$ cat src/rtl/decode_sb.sv
// decode_sb: RV32 decode stage with register scoreboard.
// Sits between fetch and execute. It classifies the fetched instruction,
// reads the register file combinationally and tracks the destination
// registers of instructions that are in flight. Fetch is stalled on RAW
// and WAW hazards. Writeback ports release reservations. When BYPASS is
// set, a writeback in the same cycle can supply a source operand.
//
// Ports:
//   clk, rst                 clock, asynchronous active-high reset
//   valid_i/ready_o          fetch handshake (pc_i, inst_i)
//   rs1num_o/rs2num_o        register file read addresses
//   rs1data_i/rs2data_i      register file read data (combinational)
//   wb_valid_i/wb_rd_i/wb_data_i  NWB writeback/release ports, packed per port
//   flush_i                  kills the decoded slot and drops the input slot
//   valid_ro/ready_i         execute handshake (pc_ro, inst_ro, rsNdata_ro)
//   rdvalid_ro               decoded slot holds a reservation on inst_ro[11:7]
//   busy_o                   scoreboard bit vector
module decode_sb #(
  parameter int XLEN   = 32,
  parameter int NREG   = 32,
  parameter int NWB    = 2,
  parameter int BYPASS = 1,
  localparam int RAW   = $clog2(NREG)
) (
  input  logic                clk,
  input  logic                rst,
  input  logic                valid_i,
  output logic                ready_o,
  input  logic [XLEN-1:0]     pc_i,
  input  logic [31:0]         inst_i,
  output logic [RAW-1:0]      rs1num_o,
  output logic [RAW-1:0]      rs2num_o,
  input  logic [XLEN-1:0]     rs1data_i,
  input  logic [XLEN-1:0]     rs2data_i,
  input  logic [NWB-1:0]      wb_valid_i,
  input  logic [NWB*RAW-1:0]  wb_rd_i,
  input  logic [NWB*XLEN-1:0] wb_data_i,
  input  logic                flush_i,
  output logic                valid_ro,
  input  logic                ready_i,
  output logic [XLEN-1:0]     pc_ro,
  output logic [31:0]         inst_ro,
  output logic [XLEN-1:0]     rs1data_ro,
  output logic [XLEN-1:0]     rs2data_ro,
  output logic                rdvalid_ro,
  output logic [NREG-1:0]     busy_o
);

  localparam logic [6:0] OPC_OP     = 7'b0110011;
  localparam logic [6:0] OPC_OPIMM  = 7'b0010011;
  localparam logic [6:0] OPC_LOAD   = 7'b0000011;
  localparam logic [6:0] OPC_JALR   = 7'b1100111;
  localparam logic [6:0] OPC_STORE  = 7'b0100011;
  localparam logic [6:0] OPC_BRANCH = 7'b1100011;
  localparam logic [6:0] OPC_LUI    = 7'b0110111;
  localparam logic [6:0] OPC_AUIPC  = 7'b0010111;
  localparam logic [6:0] OPC_JAL    = 7'b1101111;

  localparam logic BYPASS_EN = (BYPASS != 0);

  logic [6:0]      opcode;
  logic [RAW-1:0]  rs1, rs2, rd;
  logic            uses_rs1, uses_rs2, writes_rd, rd_res;
  logic            hit1, hit2, hitd;
  logic [XLEN-1:0] byp1, byp2, op1, op2;
  logic            raw1, raw2, waw, hazard, cke, issue;
  logic [NREG-1:0] busy, busy_next;

  assign opcode   = inst_i[6:0];
  assign rd       = inst_i[7 +: RAW];
  assign rs1      = inst_i[15 +: RAW];
  assign rs2      = inst_i[20 +: RAW];
  assign rs1num_o = rs1;
  assign rs2num_o = rs2;
  assign busy_o   = busy;

  always_comb begin
    uses_rs1  = 1'b0;
    uses_rs2  = 1'b0;
    writes_rd = 1'b0;
    case (opcode)
      OPC_OP: begin
        uses_rs1  = 1'b1;
        uses_rs2  = 1'b1;
        writes_rd = 1'b1;
      end
      OPC_OPIMM, OPC_LOAD, OPC_JALR: begin
        uses_rs1  = 1'b1;
        writes_rd = 1'b1;
      end
      OPC_STORE, OPC_BRANCH: begin
        uses_rs1 = 1'b1;
        uses_rs2 = 1'b1;
      end
      OPC_LUI, OPC_AUIPC, OPC_JAL: writes_rd = 1'b1;
      default: ;
    endcase
  end

  assign rd_res = writes_rd && (rd != '0);

  // Scan from the highest port down so the lowest matching port is the
  // last assignment and therefore wins.
  always_comb begin
    hit1 = 1'b0;
    hit2 = 1'b0;
    hitd = 1'b0;
    byp1 = '0;
    byp2 = '0;
    for (int j = NWB - 1; j >= 0; j--) begin
      if (wb_valid_i[j] && (wb_rd_i[j*RAW +: RAW] == rs1) && (rs1 != '0)) begin
        hit1 = 1'b1;
        byp1 = wb_data_i[j*XLEN +: XLEN];
      end
      if (wb_valid_i[j] && (wb_rd_i[j*RAW +: RAW] == rs2) && (rs2 != '0)) begin
        hit2 = 1'b1;
        byp2 = wb_data_i[j*XLEN +: XLEN];
      end
      if (wb_valid_i[j] && (wb_rd_i[j*RAW +: RAW] == rd) && (rd != '0)) begin
        hitd = 1'b1;
      end
    end
  end

  // busy[0] is held at zero, so x0 sources never raise a hazard.
  assign raw1   = uses_rs1 && busy[rs1] && !(BYPASS_EN && hit1);
  assign raw2   = uses_rs2 && busy[rs2] && !(BYPASS_EN && hit2);
  assign waw    = rd_res && busy[rd] && !hitd;
  assign hazard = raw1 || raw2 || waw;

  assign cke     = !valid_ro || ready_i;
  assign ready_o = flush_i || (cke && !hazard);
  assign issue   = valid_i && !flush_i && cke && !hazard;

  assign op1 = (BYPASS_EN && hit1) ? byp1 : rs1data_i;
  assign op2 = (BYPASS_EN && hit2) ? byp2 : rs2data_i;

  // Later assignments take precedence: writeback clear, then flush
  // release, then the new reservation.
  always_comb begin
    busy_next = busy;
    for (int j = 0; j < NWB; j++) begin
      if (wb_valid_i[j]) busy_next[wb_rd_i[j*RAW +: RAW]] = 1'b0;
    end
    if (flush_i && valid_ro && rdvalid_ro) busy_next[inst_ro[7 +: RAW]] = 1'b0;
    if (issue && rd_res) busy_next[rd] = 1'b1;
    busy_next[0] = 1'b0;
  end

  always_ff @(posedge clk or posedge rst) begin
    if (rst) begin
      busy       <= '0;
      valid_ro   <= 1'b0;
      rdvalid_ro <= 1'b0;
      pc_ro      <= '0;
      inst_ro    <= '0;
      rs1data_ro <= '0;
      rs2data_ro <= '0;
    end else begin
      busy <= busy_next;
      if (cke || flush_i) begin
        valid_ro   <= issue;
        rdvalid_ro <= issue && rd_res;
      end
      if (cke) begin
        pc_ro      <= pc_i;
        inst_ro    <= inst_i;
        rs1data_ro <= op1;
        rs2data_ro <= op2;
      end
    end
  end

endmodule

$ cat config.mk
export PLATFORM = sky130hd
export DESIGN_NAME = decode_sb
export DESIGN_NICKNAME = d
export VERILOG_FILES = /design/src/rtl/decode_sb.sv
export SDC_FILE = /design/constraint.sdc
export NUM_CORES = 1
export LEC_CHECK = 0
export BUFFER_PORTS_ARGS = -buffer_cell sky130_fd_sc_hd__buf_2
export CORE_ASPECT_RATIO = 1.5
export CORE_UTILIZATION = 40
export DETAILED_ROUTE_END_ITERATION = 10
export GPL_TIMING_DRIVEN = 0
export PLACE_DENSITY = 0.7
export SLEW_MARGIN = 25
export SYNTH_ARGS = -nofsm -noshare
export SYNTH_HDL_FRONTEND = slang
export SYNTH_SLANG_ARGS = --single-unit
$ cat constraint.sdc
create_clock -name clk -period 5.1 [get_ports clk]
set_input_delay 0.51 -clock clk [delete_from_list [all_inputs] [get_ports clk]]
set_output_delay 0.51 -clock clk [all_outputs]
set_load 0.1 [all_outputs]
== Word-level counts from Yosys, hierarchy flattened ==
Index checks and enable logic that the tools add are counted.
Storage, ports and cells
  logic and storage cells: 119
  bits of input ports: 209
  bits in registers: 161
  output and inout bits: 173
Operators by class
  muxes and demuxes: 33
  equal/unequal tests: 15
  bitwise operators: 7
  order comparisons: 10
  reduce and logical (&&, ||, !) cells: 47
Operator list (count)
  32-bit 2-to-1 mux: 10
  32-bit AND: 3
  32-bit inverter: 3
  5-bit by 6-bit less-than comparator with 1-bit output (second input constant): 6
  32-bit bitwise OR: 1
  5-bit equality test: 6
  1-bit logical AND: 30
  7-bit by 6-bit equality test with 1-bit output (second input constant): 3
  7-bit equality test (second input constant): 3
  1-bit demux with 5-bit select: 4
  5-bit by 1-bit greater-or-equal comparator with 1-bit output (second input constant): 4
  1-bit 2-to-1 mux: 16
  1-bit binary-select mux with 5-bit select: 3
  5-bit nonzero test: 3
  7-bit by 5-bit equality test with 1-bit output (second input constant): 2
  7-bit by 2-bit equality test with 1-bit output (second input constant): 1
  7-bit OR reduction: 1
  1-bit logical NOT: 6
  6-bit OR reduction: 1
  1-bit logical OR: 5
  3-bit OR reduction: 1

== Depth between registers and ports, before layout ==
Gate-level depths: netlist of the first run.
  depth after elaboration: 13
  mapped depth: 10
  depth with buffers taken out: 6

== Worst setup path after synthesis of the first run ==
No wires, ideal clock.
  path type: register to output
  start: reg busy[31], in the netlist busy_o[31]
  end: out ready_o
  data required time: 4.590 ns
  path slack: 0.777 ns
  cell stages (with the launch flop): 7
  buffers on the path: 1
  arrival time: 3.813 ns
  path through: dfrtp_1 mux4_2 mux4_2 o2111ai_2 o211ai_2 buf_2 o21bai_1
On the way
  word-level cells in the longest chain between the ends: 9
  elaborated cells between the ends (all ways): 17
  classes of those cells: 6 x mux; 11 x reduce/logical
RTL lines
  start: declaration: RTL line 67  | logic [NREG-1:0] busy, busy_next;
  start signal: assignment: RTL line 160  | busy <= busy_next;
  1-bit binary-select mux with 5-bit select (on tied branches): RTL line 126, 127
  1-bit 2-to-1 mux (on tied branches): RTL line 126, 127
  1-bit logical AND (on tied branches) (2 in a row): RTL line 126, 127
  1-bit logical OR: RTL line 129  | assign hazard = raw1 || raw2 || waw;
  1-bit logical OR *: RTL line 129
  1-bit logical NOT *: RTL line 132  | assign ready_o = flush_i || (cke && !hazard);
  1-bit logical AND *: RTL line 132
  1-bit logical OR *: RTL line 132
  end: declaration: RTL line 28  | output logic ready_o,
Mark *: on every way between the ends. The rest lies on a longest branch, timed or not. The select of a mux whose other input is x is not followed.

== Worst setup path after layout of the first run ==
  start: in inst_i[8]
  end: out ready_o
On the way
  word-level cells in the longest chain between the ends: 11
  elaborated cells between the ends (all ways): 19
  classes of those cells: 2 x eq/ne; 4 x mux; 13 x reduce/logical
RTL lines
  start: declaration: RTL line 30  | input logic [31:0] inst_i,
  parallel branches: the longest is 6 deep, another holds 1-bit binary-select mux with 5-bit select
  1-bit logical AND *: RTL line 128  | assign waw = rd_res && busy[rd] && !hitd;
  1-bit logical OR *: RTL line 129
  1-bit logical NOT *: RTL line 132
  1-bit logical AND *: RTL line 132
  1-bit logical OR *: RTL line 132
Mark *: on every way between the ends. The select of a mux whose other input is x is not followed.

==> results.json, run 1 <==
{
  "yosysWarningCount": 0,
  "worstPathArrival_ns": 3.48,
  "die-area_sq_mm": 0.02480,
  "final_hold_viol_count": 0,
  "drt_iter0_drc": 615,
  "setup_viol": 0,
  "worst_pin_slew_ns": 1.030,
  "die_h_um": 192.4,
  "cp-startpoint": "inst_i[8]",
  "wl_um": 37600,
  "path_max_fanout": 10,
  "r2r_start": "busy_o[31]$_DFF_PP0_",
  "rsz0062_at_grt": "false",
  "num_io_pins": 382,
  "power.density_mw_per_mm2": 329.0,
  "clock_path_buffers": 2,
  "cts_tree": "done",
  "synthFlopType": "dfrtp_1",
  "slowest_stage": "mux4_2",
  "timing.critical_path.mode_cell": "buf_2",
  "cts_buffers": 17,
  "seq_area_sq_mm": 0.004029,
  "avgSynthCellArea_sq_um": 9.626,
  "cp_cell_sequence": "clkbuf_1, buf_2, mux4_2, nor3b_1, o21bai_1, nand2_1, o211ai_2, buf_2, o21bai_1, buf_2",
  "drc": 0,
  "syn-num-nets": 1213,
  "crit_required_ns": 4.59,
  "htree_levels": 4,
  "cp-start-kind": "primary input",
  "dr.pass1.iters": 5,
  "cts.reportedPaths.clkPinSlew_ns": 0.06,
  "reg2regPathDepth": 6,
  "p_leak_nw": 6.426,
  "min-delay-path-class": "in -> async",
  "port_buffers": 370,
  "vias": 9800,
  "rows": 69,
  "yosysSeqAreaShare_pct": 41.69,
  "dp_hpwl_um": 29240,
  "grt-ovfl-total": 0,
  "cp-end-kind": "primary output",
  "post_cts_buffers": 0,
  "wl_per_cell_um": 21.76,
  "grt_antenna_before_repair": 1,
  "ys_seq_elements": 161,
  "core-area_sq_mm": 0.02374,
  "track_usage_pct": 30.73,
  "cts_root_buf": "clkbuf_16",
  "insertion_delay_ns": 0.44,
  "drv_cap": 0,
  "drive_above_1_share_pct": 34.47,
  "reg2reg_to": "busy_o[5]$_DFF_PP0_",
  "multi_input_area_sq_mm": 0.005165,
  "status": "finished, final reports clean",
  "slowest_delay_ns": 0.59,
  "grt_pass1_wl_um": 56240,
  "whs_ns": 0.1071,
  "fill_cells": 2261,
  "cp_top_family": "buffers and inverters",
  "skew_ns": 0.008601,
  "crit_buf_inv": 4,
  "clock_sinks": 161,
  "syn2layout_area_growth_pct": 29.78,
  "postCtsHoldBufs": 0,
  "via_per_inst": 5.671,
  "period_minus_slack_ns": 3.994,
  "r2r_slack_ns": 2.41,
  "fp.dieW_um": 128.9,
  "place.gp.congestion": 1.019,
  "slew_headroom_pct": 29.53,
  "clock.fmax_ghz": 0.2503,
  "irDropWorstVdd_v": 0.0002155,
  "finalCritPeriodShare_pct": 78.32,
  "crit_type": "in -> out",
  "grt_pass1_vias": 9891,
  "final_nets": 1603,
  "cts-resized-gates": 0,
  "start_util_pct": 40.71,
  "yosysUniqueCellTypes": 55,
  "synthesis.area_sq_mm": 0.009664,
  "syn_inst": 1004,
  "postRouteAntennaNets": 0,
  "post-route-util_pct": 52.83,
  "slew_viol_final": 0,
  "grt_max_degree": 94,
  "ys_async_sr_fraction_pct": 100.0,
  "synth_edf_count": 0
}
[area by class of cell]
| type | instances | area share [%] |
|---|---|---|
| repair buffers | 371 | 14.98 |
| clock inverters | 9 | 0.8579 |
| well taps | 319 | 3.182 |
| clock buffers | 23 | 3.731 |
| flip-flops and latches | 161 | 32.12 |
| plain buffers | 102 | 3.601 |
| multi-input cells | 733 | 41.18 |
| inverters | 8 | 0.2993 |
| diodes | 2 | 0.03990 |
[synth_stat cells, drive strengths merged (4+ instances only)]
master | count | share of area [%]
a211oi | 64 | 5.0
a21o | 64 | 5.0
a22oi | 30 | 2.3
and3 | 4 | 0.26
and3b | 4 | 0.36
buf | 34 | 2.0
clkbuf | 68 | 2.7
dfrtp | 161 | 42
inv | 8 | 0.31
mux2i | 76 | 7.9
mux4 | 20 | 4.7
nand2 | 207 | 8.0
nand2b | 5 | 0.32
nand3 | 8 | 0.41
nand3b | 9 | 0.70
nand4 | 6 | 0.39
nor2 | 79 | 3.1
nor2b | 5 | 0.32
nor3 | 6 | 0.31
nor3b | 10 | 0.78
o211ai | 31 | 2.5
o21ai | 7 | 0.36
o41ai | 31 | 5.0
xnor2 | 19 | 1.7
xor2 | 11 | 1.0
[layout by cell type (no fill, tap or decap), types with 6 or more instances in the layout]
cell type,instances
buf_2,385
nand2_1,207
dfrtp_1,161
nor2_1,79
mux2i_1,76
clkbuf_1,71
a211oi_1,64
a21o_1,64
a22oi_1,30
o211ai_1,30
o41ai_2,28
mux4_2,20
xnor2_1,19
clkbuf_16,17
buf_4,13
xor2_1,11
nand3b_1,9
nor3b_1,9
nand3_1,8
inv_1,7
nand4_1,6
buf_1,6
[kinds of logic after synthesis]
logic type                Yosys count  share of synthesized area, %
and+or+nand+nor                   358                         16.11
AOI/OAI and AO/OA                 247                         21.82
muxes                              97                         12.65
DFF                               161                         41.69
other                               1                       0.03880
buffers and inverters             110                         4.984
xor gates and xnor gates           30                         2.719
[registers in the layout, summed over array words and instances (netlist names)]
name,flops
busy_o,31
inst_ro,32
pc_ro,32
rdvalid_ro,1
rs1data_ro,32
rs2data_ro,32
valid_ro,1
[power by group]
| group | switching, mW | total (mW) | internal [mW] | leakage (nW) |
|---|---|---|---|---|
| combinational | 1.14 | 1.41 | 0.278 | 4.18 |
| sequential | 0.0613 | 1.44 | 1.38 | 1.97 |
| clock | 0.529 | 1.27 | 0.746 | 0.277 |
| total | 1.73 | 4.13 | 2.40 | 6.43 |
[per-stage QoR]
stage               instance area [sq um]  total power, mW  setup TNS [ns]  cells  worst slack, ns
finish                              12540            4.126               0   1728            1.106
global route                        12540            4.264               0   1727            1.044
CTS                                 12530            4.141               0   1726            1.161
detailed placement                  11950            2.869               0   1694            1.168
global placement                    11920            2.852         -275.67   1693           -1.739
floorplan                            9664            2.525               0   1004           0.2417
[how the worst max path moves through the flow]
stage	to	depth (start not counted)	slack (ns)
6_report	ready_o	10	1.11
4_1_cts	ready_o	10	1.16
2_1_floorplan	busy_o[10]$_DFF_PP0_	1	0.24
5_1_grt	ready_o	10	1.04
3_3_place_gp	inst_ro[0]$_DFFE_PP0N_	2	-1.74
3_5_place_dp	ready_o	10	1.17
[per-layer routing]
layer,vias up,global-route usage (%),routed length [um]
met2,521,53.72,19170
met1,4710,32.48,13140
met3,163,5.905,2578
met4,0,23.39,2709
li1,4406,-,-
met5,-,0,0
(Power assumes the default switching activity.)
==> run 2: changes to the inputs <==
PLACE_DENSITY = 0.68   (was 0.7)
clock period = 3.8 ns   (was 5.1 ns; I/O delays follow)
==> run 2 against run 1 <==
  * Critical path depth is 3 lower
  * Setup slack worse by 0.91 ns
  * Wire length is 1.7% higher
  * Final area is 0.90% higher
  * Via count is 0.42% lower
  * Critical endpoint unchanged
  * Largest power group unchanged
==> results.json, run 2 (same netlist as run 1, synthesis figures left out) <==
{
  "status": "finished, final reports clean",
  "cts_buffers": 17,
  "rsz0062_at_grt": "false",
  "finalCritPeriodShare_pct": 94.94,
  "drive_above_1_share_pct": 34.80,
  "dr.pass1.iters": 6,
  "die_h_um": 192.4,
  "start_util_pct": 40.71,
  "final_nets": 1608,
  "grt_antenna_before_repair": 1,
  "min-delay-path-class": "in -> reg",
  "setup_viol": 0,
  "tns_ns": 0,
  "cp-end-kind": "primary output",
  "worstPathArrival_ns": 3.23,
  "cts_tree": "done",
  "post_cts_buffers": 0,
  "place_ws_ns": 0.2005,
  "final_hold_viol_count": 0,
  "cp_cell_sequence": "mux4_2, mux4_2, o2111ai_2, o211ai_2, buf_2, o21bai_2, buf_2",
  "p_total_mw": 5.613,
  "via_per_inst": 5.635,
  "clock_sinks": 161,
  "port_buffers": 370,
  "wl_per_cell_um": 22.07,
  "vias": 9759,
  "cts_root_buf": "clkbuf_16",
  "worst_pin_slew_ns": 1.013,
  "dp_cells": 1698,
  "die-area_sq_mm": 0.02480,
  "grt_pass1_wl_um": 56680,
  "clock.fmax_ghz": 0.2772,
  "post-route-util_pct": 53.30,
  "insertion_delay_ns": 0.43,
  "period_minus_slack_ns": 3.608,
  "core-area_sq_mm": 0.02374,
  "skew_ns": 0.01393,
  "dp_hpwl_um": 30050,
  "grt-ovfl-total": 0,
  "rows": 69,
  "drv_cap": 0,
  "slowest_stage": "mux4_2",
  "irDropWorstVdd_v": 0.0002949,
  "drc": 0,
  "place.gp.congestion": 1.016,
  "slowest_delay_ns": 0.52,
  "htree_levels": 4,
  "crit_type": "reg -> out",
  "grt_pass1_vias": 9615,
  "track_usage_pct": 31.05,
  "cts.reportedPaths.clkPinSlew_ns": 0.07,
  "syn2layout_area_growth_pct": 30.94,
  "slew_viol_final": 0,
  "final_common_cell": "buf_2",
  "path_max_fanout": 10,
  "final_cell_mix": "buf_2 (384), nand2_1 (207), dfrtp_1 (161), nor2_1 (79), mux2i_1 (76)",
  "power.density_mw_per_mm2": 443.6,
  "num_io_pins": 382,
  "cp-start-kind": "flip-flop",
  "drt_iter0_drc": 677,
  "fp.dieW_um": 128.9,
  "fill_cells": 2253,
  "postRouteAntennaNets": 0,
  "seq_area_sq_mm": 0.004029,
  "crit_required_ns": 3.42,
  "layout_setup_ws_ns": 0.1922,
  "wl_um": 38230,
  "instances_no_fill": 1732,
  "grt_max_degree": 32,
  "p_leak_nw": 6.471,
  "clock_path_buffers": 2,
  "slew_headroom_pct": 30.74,
  "multi_input_area_sq_mm": 0.005169
}
## run 2: path summary, 6_finish.rpt
path	startpoint	end	slack (ns)	depth (start not counted)
max	busy_o[20]$_DFF_PP0_	ready_o	0.19	7
min	pc_i[4]	pc_ro[4]$_DFFE_PP0N_	0.14	3
max reg2reg	busy_o[20]$_DFF_PP0_	busy_o[7]$_DFF_PP0_	1.11	6
min reg2reg	pc_ro[4]$_DFFE_PP0N_	pc_ro[4]$_DFFE_PP0N_	0.46	2
max in group asynchronous	rst	rdvalid_ro$_DFFE_PP0P_	1.99	7
min in group asynchronous	rst	pc_ro[14]$_DFFE_PP0N_	0.57	3
## run 2: area by class of cell
type	instances	area share (%)
Tap cell	319	3.154
Timing Repair Buffer	376	15.50
Clock inverter	9	1.018
Antenna cell	2	0.03955
Multi-Input combinational cell	733	40.84
Sequential cell	161	31.84
Buffer	102	3.589
Clock buffer	22	3.747
Inverter	8	0.2670
## run 2: worst max-delay path: cells and delay by family (launching register included)
kind	cells	cell delay (ns)
muxes	2	1.00
buffers and inverters	2	0.73
AOI/OAI and AO/OA	3	0.59
DFF	1	0.48
## run 2: report_power, final
group / internal [mW] / total (mW) / switching [mW]
registers: 1.85 / 1.93 / 0.0809
logic: 0.382 / 1.91 / 1.53
clock network: 1.08 / 1.78 / 0.696
## run 2: metal layers
metal  track usage (%)  wire (um)  vias up  share of wire (%)
met5                 0          0        -                  0
met4             20.68       2435        0                6.4
met3             5.129       2409      136                6.3
met2             54.95      19550      474                 51
met1             33.95      13830     4735                 36
li1                  -          -     4414                  -
## run 2: through the flow
step                      area, sq um  hold WS (ns)
after CTS                       12640        0.1218
after global routing            12650        0.1327
after global placement          11920        0.4460
after detailed placement        12030        0.4502
final                           12650        0.1390
after floorplan                  9672        0.4431
## run 2: timing repair
action | 4_1_cts | 5_1_grt
endpoints found under the hold margin | 12 | 0
setup endpoints to repair | 0 | 1
resized for setup | 0 | 1
hold buffers | 1 | 0
==> run 3: changes to the inputs <==
CORE_ASPECT_RATIO = default   (was 1.5)
==> run 3 against run 2 <==
  * Setup slack got worse by 0.0081 ns
  * Core utilization rose by 0.36 points
  * Count of clock-buffer cells in the layout fell by 3
  * Sequential share of layout area barely moved
  * Critical path depth did not move
  * Die area barely moved
  * Cell count rose by 0.23%
  * Non-clock buffer count rose by 1
  * Via count rose by 1.3%
  * Final area rose by 0.13%
  * Clock power fell by 5%
  * Global-route usage fell by 1.4 points
  * Critical path type unchanged
==> results.json, run 3 (same netlist as run 1, synthesis figures left out) <==
{
  "p_leak_nw": 6.463,
  "dp_cells": 1699,
  "slew_viol_final": 0,
  "clock.fmax_ghz": 0.2766,
  "layout_setup_ws_ns": 0.1841,
  "r2r_start": "busy_o[19]$_DFF_PP0_",
  "die_h_um": 157.4,
  "place_ws_ns": 0.2957,
  "cts_tree": "done",
  "wl_um": 37110,
  "cts-resized-gates": 0,
  "crit_required_ns": 3.42,
  "start_util_pct": 40.93,
  "drt_iter0_drc": 971,
  "grt-ovfl-total": 0,
  "r2r_slack_ns": 1.12,
  "cts.reportedPaths.clkPinSlew_ns": 0.07,
  "postPlaceCellArea_sq_mm": 0.01207,
  "reg2reg_to": "busy_o[22]$_DFF_PP0_",
  "final_cell_mix": "buf_2 (385), nand2_1 (207), dfrtp_1 (161), nor2_1 (79), mux2i_1 (76)",
  "rsz0062_at_grt": "false",
  "finalCritPeriodShare_pct": 95.16,
  "port_buffers": 370,
  "clock_path_buffers": 2,
  "skew_ns": 0.01118,
  "min-delay-path-class": "in -> reg",
  "final_common_cell": "buf_2",
  "irDropWorstVdd_v": 0.0002496,
  "hold_end": "pc_ro[7]$_DFFE_PP0N_",
  "grt_max_degree": 32,
  "grt_pass1_vias": 9527,
  "dr.pass1.iters": 5,
  "grt_antenna_before_repair": 4,
  "period_minus_slack_ns": 3.616,
  "status": "finished, final reports clean",
  "wl_per_cell_um": 21.38,
  "setup_viol": 0,
  "place.gp.congestion": 0.9752,
  "grt_pass1_wl_um": 55330,
  "htree_levels": 4,
  "slew_headroom_pct": 32.54,
  "fp.dieW_um": 157.4,
  "core-area_sq_mm": 0.02361,
  "num_io_pins": 382,
  "cp-start-kind": "flip-flop",
  "clock_sinks": 161,
  "die-area_sq_mm": 0.02479,
  "design_area_sq_mm": 0.01267,
  "cts_root_buf": "clkbuf_16",
  "track_usage_pct": 29.64,
  "crit_type": "reg -> out",
  "tns_ns": 0,
  "cts_buffers": 17,
  "postRouteAntennaNets": 0,
  "worst_pin_slew_ns": 1.004,
  "min_from": "pc_i[7]",
  "instances_no_fill": 1736,
  "via_per_inst": 5.692,
  "drv_cap": 0,
  "reg2regPathDepth": 6,
  "drive_above_1_share_pct": 35.03,
  "insertion_delay_ns": 0.43,
  "syn2layout_area_growth_pct": 31.11,
  "final_hold_viol_count": 0,
  "min_path_cells": 3,
  "dp_hpwl_um": 28720,
  "rows": 56,
  "fill_cells": 2232,
  "power.density_mw_per_mm2": 436.2,
  "worstPathArrival_ns": 3.24,
  "post_cts_buffers": 0,
  "drc": 0,
  "final_nets": 1609,
  "vias": 9881,
  "path_max_fanout": 10,
  "cp-end-kind": "primary output"
}
-- run 3: changes by cell type in the layout (fill, tap and decap cells not counted), moves of 2 or more --
cell	change
buf_16	+3
diode_2	+2
clkinv_2	-3
clkinvlp_4	+3
clkbuf_1	-2
inv_6	+2
bufinv_16	-3
inv_8	+2
clkinv_4	+2
buf_12	-2
-- run 3: worst max-delay path by stage --
stage                               from                    to  slack, ns  cells past startpoint
floorplan           busy_o[31]$_DFF_PP0_               ready_o       0.20                      6
global placement                     rst  busy_o[19]$_DFF_PP0_       0.25                      2
detailed placement             inst_i[8]               ready_o       0.30                     10
CTS                 busy_o[19]$_DFF_PP0_               ready_o       0.17                      7
global route        busy_o[19]$_DFF_PP0_               ready_o       0.11                      7
finish              busy_o[19]$_DFF_PP0_               ready_o       0.18                      7
-- run 3: area by class of cell --
class / count / area (sq um) / share of cell area [%]
antenna: 4 / 10.01 / 0.07900
buffer: 102 / 451.7 / 3.565
clock buffer: 19 / 452.9 / 3.575
clock inverter: 13 / 120.1 / 0.9480
inverter: 8 / 33.78 / 0.2666
multi-input combinational: 733 / 5170 / 40.80
sequential: 161 / 4029 / 31.80
tap: 319 / 399.1 / 3.150
timing repair buffer: 377 / 2004 / 15.82
-- run 3: power by group --
group,leakage (nW),internal (mW),total [mW],switching (mW)
Clock,0.265,0.895,1.69,0.798
Sequential,1.97,1.84,1.93,0.0825
Combinational,4.23,0.386,1.91,1.52
-- run 3: metal layers --
metal  vias to the layer above  global-route usage [%]  wire [um]
met5                         -                       0          0
met4                         0                   11.93       1148
met3                        94                   6.030       3380
met2                       564                   48.40      17660
met1                      4794                   38.27      14920
li1                       4429                       -          -
-- run 3: timing repair --
item | 4_1_cts | 5_1_grt
hold endpoints to repair | 16 | 0
hold buffers | 1 | 0
endpoints found under the setup margin | 0 | 0
-- run 3: worst max-delay path, cell delays in order (launching register included) --
cell       delay [ns]
dfrtp_1          0.46
mux4_2           0.50
mux4_2           0.53
o2111ai_2        0.25
o211ai_2         0.21
buf_2            0.28
o21bai_2         0.14
buf_2            0.44
-- run 3: per-stage QoR --
step / power, mW / util, % / hold slack (ns)
3_5_place_dp: 3.858 / 51.13 / 0.4200
4_1_cts: 5.558 / 53.60 / 0.1304
3_3_place_gp: 3.822 / 50.49 / 0.4454
6_report: 5.527 / 53.66 / 0.1479
5_1_grt: 5.723 / 53.66 / 0.1382
2_1_floorplan: 3.390 / - / 0.4431
